$ cat config.mk
export PLATFORM = sky130hd
export DESIGN_NAME = mem_arbiter
export DESIGN_NICKNAME = d
export VERILOG_FILES = /design/src/rtl/mem_arbiter.sv
export SDC_FILE = /design/constraint.sdc
export NUM_CORES = 1
export LEC_CHECK = 0
export ABC_CLOCK_PERIOD_IN_PS = 1700
export CAP_MARGIN = 15
export CORE_MARGIN = 1.5
export CORE_UTILIZATION = 40
export CTS_CLUSTER_DIAMETER = 80
export DETAILED_ROUTE_END_ITERATION = 8
export PLACE_DENSITY = 0.9
export SLEW_MARGIN = 30
export SYNTH_ARGS = -nofsm -noshare
export SYNTH_HDL_FRONTEND = slang
export SYNTH_SLANG_ARGS = --single-unit
$ cat constraint.sdc
create_clock -name clk -period 1.7 [get_ports clk]
set_input_delay 0.51 -clock clk [delete_from_list [all_inputs] [get_ports clk]]
set_output_delay 0.51 -clock clk [all_outputs]
set_load 0.1 [all_outputs]
$ cat src/rtl/mem_arbiter.sv
// rtl/mem_arbiter.sv - round-robin arbiter sharing one memory port between fetch and load/store
module mem_arbiter #(
  parameter int ADDR_WIDTH = 32,
  parameter int DATA_WIDTH = 32,
  parameter int TIMEOUT    = 16
) (
  input  logic                    clk,
  input  logic                    rst,
  input  logic                    f_req,
  input  logic [ADDR_WIDTH-1:0]   f_addr,
  output logic [DATA_WIDTH-1:0]   f_rdata,
  output logic                    f_done,
  output logic                    f_err,
  input  logic                    d_req,
  input  logic                    d_we,
  input  logic [ADDR_WIDTH-1:0]   d_addr,
  input  logic [DATA_WIDTH-1:0]   d_wdata,
  input  logic [DATA_WIDTH/8-1:0] d_wstrb,
  output logic [DATA_WIDTH-1:0]   d_rdata,
  output logic                    d_done,
  output logic                    d_err,
  output logic                    m_valid,
  output logic                    m_we,
  output logic [ADDR_WIDTH-1:0]   m_addr,
  output logic [DATA_WIDTH-1:0]   m_wdata,
  output logic [DATA_WIDTH/8-1:0] m_wstrb,
  input  logic [DATA_WIDTH-1:0]   m_rdata,
  input  logic                    m_ready,
  output logic                    busy
);
  localparam int CW = (TIMEOUT > 1) ? $clog2(TIMEOUT) : 1;
  localparam logic [CW-1:0] CNT_LAST = CW'(TIMEOUT - 1);

  typedef enum logic [1:0] {IDLE, ACCESS, RESP} state_t;

  state_t          state_q, state_d;
  logic [CW-1:0]   cnt_q;
  logic            last_grant_q;  // 1 = data port won last
  logic            winner_q;      // 1 = data port owns the current transaction
  logic            err_q;
  logic            grant_data;
  logic            timeout_hit;

  assign grant_data  = d_req & (~f_req | ~last_grant_q);
  assign timeout_hit = (TIMEOUT != 0) && (cnt_q == CNT_LAST) && !m_ready;

  always_ff @(posedge clk or negedge rst) begin
    if (!rst) state_q <= IDLE;
    else      state_q <= state_d;
  end

  always_comb begin
    state_d = state_q;
    case (state_q)
      IDLE:    if (f_req || d_req) state_d = ACCESS;
      ACCESS:  if (m_ready || timeout_hit) state_d = RESP;
      RESP:    state_d = IDLE;
      default: state_d = IDLE;
    endcase
  end

  always_ff @(posedge clk or negedge rst) begin
    if (!rst) begin
      cnt_q        <= '0;
      last_grant_q <= 1'b1;
      winner_q     <= 1'b0;
      err_q        <= 1'b0;
      m_we         <= 1'b0;
      m_addr       <= '0;
      m_wdata      <= '0;
      m_wstrb      <= '0;
      f_rdata      <= '0;
      d_rdata      <= '0;
    end else begin
      case (state_q)
        IDLE: begin
          cnt_q <= '0;
          err_q <= 1'b0;
          if (f_req || d_req) begin
            winner_q     <= grant_data;
            last_grant_q <= grant_data;
            m_we         <= grant_data & d_we;
            m_addr       <= grant_data ? d_addr : f_addr;
            m_wdata      <= grant_data ? d_wdata : '0;
            m_wstrb      <= (grant_data && d_we) ? d_wstrb : '0;
          end
        end
        ACCESS: begin
          cnt_q <= cnt_q + 1'b1;
          // m_ready in the last timeout cycle still completes normally
          if (m_ready) begin
            err_q <= 1'b0;
            if (winner_q) d_rdata <= m_rdata;
            else          f_rdata <= m_rdata;
          end else if (timeout_hit) begin
            err_q <= 1'b1;
            if (winner_q) d_rdata <= '0;
            else          f_rdata <= '0;
          end
        end
        default: cnt_q <= '0;
      endcase
    end
  end

  assign m_valid = (state_q == ACCESS);
  assign busy    = (state_q != IDLE);
  assign f_done  = (state_q == RESP) && !winner_q;
  assign d_done  = (state_q == RESP) && winner_q;
  assign f_err   = f_done & err_q;
  assign d_err   = d_done & err_q;
endmodule

# Yosys cells after proc, flatten, opt, wreduce, memory -nomap -nowiden
# Index checks and enable logic that the tools add are counted.
[classes]
add_sub_neg = 1
mux = 18
n_eq_ne = 6
n_reduce_logical = 17
n_bitwise = 8
[op_table]
columns = ["cell", "count"]
rows = [
  ["$mux 32", 10],
  ["$mux 4", 2],
  ["$reduce_and 2->1", 3],
  ["$reduce_and 3->1", 2],
  ["$reduce_bool 2->1", 3],
  ["$add 4x1->4 const B", 1],
  ["$and 1x1->1", 4],
  ["$eq 4x4->1 const B", 1],
  ["$logic_and 1x1->1", 4],
  ["$mux 2", 2],
  ["$pmux 2 s2", 1],
  ["$ne 3x1->1 const B", 1],
  ["$not 1->1", 3],
  ["$eq 2x1->1 const B", 1],
  ["$eq 2x2->1 const B", 1],
  ["$logic_not 1->1", 2],
  ["$logic_not 2->1", 1],
  ["$logic_or 1x1->1", 2],
  ["$mux 1", 2],
  ["$ne 2x1->1 const B", 1],
  ["$ne 2x2->1 const B", 1],
  ["$pmux 1 s2", 1],
  ["$or 1x1->1", 1],
]
[totals]
in_bits = 138
out_inout_bits = 139
ff_bits = 142
wordCells = 61

# Longest topological paths before layout
[logic_depth]
ltp_word = 5
ltp_mapped = 6
depth_no_buf = 4

# Least setup slack after synthesis
# OpenSTA, ideal clock, no wires.
[synth_path]
kind = "flip-flop to output port"
startpoint = "reg state_q[1]"
endpoint = "out f_done"
n_path_buf = 0
path_stages_with_launch = 3
t_arrival_ns = 1.984
slack_ns = -0.794
t_required_ns = 1.190
cell_sequence = "dfrtp_1 nor2b_1 nor2b_1"
[synth_via]
elab_chain_len = 2
[synth_rtl]
columns = ["item", "line", "source"]
rows = [
  ["from (decl)", "36", "state_t state_q, state_d;"],
  ["from (signal assigned)", "49", "else state_q <= state_d;"],
  ["$eq 2x2->1", "108", "assign f_done = (state_q == RESP) && !winner_q;"],
  ["$logic_and 1x1->1", "108", ""],
  ["to (decl)", "12", "output logic f_done,"],
]
# No other way between the ends.

# Final worst setup path
[layout_path]
startpoint = "reg state_q[0]"
endpoint = "out d_err"
[layout_via]
elab_chain_len = 3
[layout_rtl]
columns = ["item", "line", "source"]
rows = [
  ["$eq 2x2->1", "109", "assign d_done = (state_q == RESP) && winner_q;"],
  ["$logic_and 1x1->1", "109", ""],
  ["$and 1x1->1", "111", "assign d_err = d_done & err_q;"],
  ["to (decl)", "21", "output logic d_err,"],
]
# No other way between the ends.

==> impl_metrics.env <==
export IMPL_reg2reg_from="last_grant_q$_DFFE_PN1P_"
export IMPL_ioPinCount=277
export IMPL_yosys_warnings=0
export IMPL_r2r_end="m_addr[8]$_DFFE_PN0P_"
export IMPL_num_nets_final=813
export IMPL_slew_viol_final=0
export IMPL_firstDrtPassIters=5
export IMPL_nFillCells=748
export IMPL_ant_nets=0
export IMPL_tns_ns=-1.289
export IMPL_synth_area_per_cell_um2=14.80
export IMPL_viasPerCell=5.521
export IMPL_wl_mm=19.15
export IMPL_crit_start="state_q[0]$_DFFE_PN0P_"
export IMPL_start_util=0.4099
export IMPL_antenna_found_initial=1
export IMPL_io_buffers=276
export IMPL_core_mm2=0.01393
export IMPL_final_common_cell="buf_12"
export IMPL_numCtsBuffers=17
export IMPL_fin_crit_ns=1.929
export IMPL_place_detailed_hpwl_mm=13.29
export IMPL_synth_area_top_cells="dfrtp_1 62%, a32o_1 11%, mux2_2 9.9%"
export IMPL_yosysTopAreaCell="dfrtp_1"
export IMPL_slowest_delay_ns=0.45
export IMPL_worstPathMaxFanout=4
export IMPL_die_area_mm2=0.01501
export IMPL_setup_ws_ns=-0.2292
export IMPL_cp_required_ns=1.19
export IMPL_seqCellArea_mm2=0.003558
export IMPL_rsz0062_at_grt="true"
export IMPL_mostFrequentLayoutCells="148 x buf_12, 138 x dfrtp_1, 133 x clkdlybuf4s50_1"
export IMPL_worstSetupEndpoint="d_err"
export IMPL_synth_cell_types=30
export IMPL_grt_pass1_vias=5225
export IMPL_clk_pin_slew_worst_paths_ns=0.06
export IMPL_overflow=0
export IMPL_met3_usage=0.06738
export IMPL_htree_levels=4
export IMPL_multi_input_area_mm2=0.002038
export IMPL_initialDrtViolationCount=323
export IMPL_grt_pass1_wl_mm=28.80
export IMPL_path_class="reg -> out"
export IMPL_end_kind="output pin"
export IMPL_die_y_um=122.5
export IMPL_wl_per_cell_um=22.06
export IMPL_cts_tree="built"
export IMPL_grt_max_degree=66
export IMPL_clkLatencyLatePin_ns=0.42
export IMPL_finalHoldViolCount=0
export IMPL_fin_crit_sh=1.135
export IMPL_synthesis_area_mm2=0.005712
export IMPL_grt_use_met1=0.2843
export IMPL_ys_seq_area_frac=0.6223
export IMPL_critPathLaunchType="flop"
export IMPL_dp_slack_ns=-0.5196
export IMPL_gp_congestion=0.7551
export IMPL_grt_use_total=0.2570
export IMPL_slew_headroom=0.7312
export IMPL_max_slew_worst_pin_slew_ns=0.4032
export IMPL_chipWidth_um=122.5
export IMPL_cts_sinks=142
export IMPL_vias=4792
export IMPL_max_freq_mhz=518.4
export IMPL_finalSetupViolCount=7
export IMPL_cp_slowest_cell="dfrtp_2"
export IMPL_grt_util_met2=0.4448
export IMPL_clk_path_buf_depth=2
export IMPL_drc=0
export IMPL_synth_seq_cells=142
export IMPL_area_growth_pct=92.40
export IMPL_max_cap_violations=0
export IMPL_status="finished with violations"
export IMPL_drive_gt1_frac=0.4061
export IMPL_rows=43
export IMPL_r2r_cells=4
export IMPL_worst_r2r_setup_slack_ns=-0.01
export IMPL_synth_top_area_frac=0.6177
export IMPL_clockRootBuffer="clkbuf_16"
export IMPL_cp_data_arrival_time_ns=1.42
export IMPL_hold_class="reg -> reg"
export IMPL_crit_chain="nor2b_4, and3_4, buf_12"
export IMPL_busiest_layer="met2"
export IMPL_synthesis_instances=386
export IMPL_fin_worst_skew_ns=0.009367
export IMPL_syn_nets=525
export IMPL_failed_checks="negative setup slack"
## critical path, delay by kind of cell (launching register included)
kind / cells / cell delay, ns
DFF: 1 / 0.45
buffers and inverters: 1 / 0.17
and+or+nand+nor: 2 / 0.39
## cell type report
cell class / count / share of cell area
inverter: 2 / 0.001366
clock inverter: 12 / 0.01218
sequential: 142 / 0.3238
antenna: 1 / 0.0002277
timing repair buffer: 304 / 0.4140
clock buffer: 20 / 0.04247
multi-input combinational: 207 / 0.1855
tap: 180 / 0.02049
## flip-flops by register name (all words and copies together) (netlist names)
signal and cells:
last_grant_q 1, f_rdata 32, m_wstrb 4, winner_q 1, d_rdata 32, m_addr 32, err_q 1, m_we 1
state_q 2, cnt_q 4, m_wdata 32
## cells by family (layout without fill, tap and decap cells)
group | count (synthesis) | after routing | share of synthesized area
buf+inv | 37 | 338 | 0.03373
flops | 142 | 142 | 0.6223
simple gates | 28 | 28 | 0.02629
mux | 65 | 65 | 0.1347
other cells | 0 | 1 | 0
compound gates | 111 | 111 | 0.1777
fa+ha+maj | 1 | 1 | 0.002190
xor+xnor | 2 | 2 | 0.003067
## how the worst min path moves through the flow
stage	end	startpoint	cells after the start	slack, ns
2_1_floorplan	cnt_q[0]$_DFF_PN0_	rst	0	0.21
3_3_place_gp	m_addr[13]$_DFFE_PN0P_	rst	1	0.43
3_5_place_dp	m_addr[11]$_DFFE_PN0P_	rst	1	0.43
4_1_cts	state_q[0]$_DFFE_PN0P_	m_ready	3	0.47
5_1_grt	cnt_q[0]$_DFF_PN0_	cnt_q[0]$_DFF_PN0_	1	0.49
6_report	cnt_q[0]$_DFF_PN0_	cnt_q[0]$_DFF_PN0_	1	0.48
## timing repair
item,CTS,global route
endpoints found under the hold margin,13,0
pin swaps,1,1
cloned,3,0
gates resized for setup,16,6
buffers inserted,6,0
endpoints found under the setup margin,41,27
hold buffers,1,0
## per-layer routing
layer	routed length, um	vias to the layer above	share of wire
li1	-	2085	-
met1	6754	2427	0.35
met2	10240	221	0.53
met3	1203	59	0.063
met4	949	0	0.050
met5	0	-	0
## metrics by stage
step	hold slack, ns	std cells	utilization	cell area (um2)
final	0.4779	868	0.7886	10990
after global routing	0.4886	868	0.7886	10990
after CTS	0.4736	867	0.7876	10980
after detailed placement	0.4318	825	0.7313	10190
after global placement	0.4326	825	0.7313	10190
after floorplan	0.2144	386	-	5728
## synthesized netlist by cell type (all sizes together)
cell,number
inv,2
buf,20
xor2,1
and2,4
dfstp,1
mux2,65
and3b,1
a31o,1
nor2b,3
o21ai,10
nor2,7
nand2,4
o22a,1
a21o,2
clkbuf,15
and3,2
dfrtp,141
nor3b,1
nand2b,1
a32o,64
xnor2,1
a21boi,1
a22o,32
ha,1
nand3,5
Power is not shown: default switching activity piles up to over one toggle a cycle in this logic, so the estimate is an artifact.
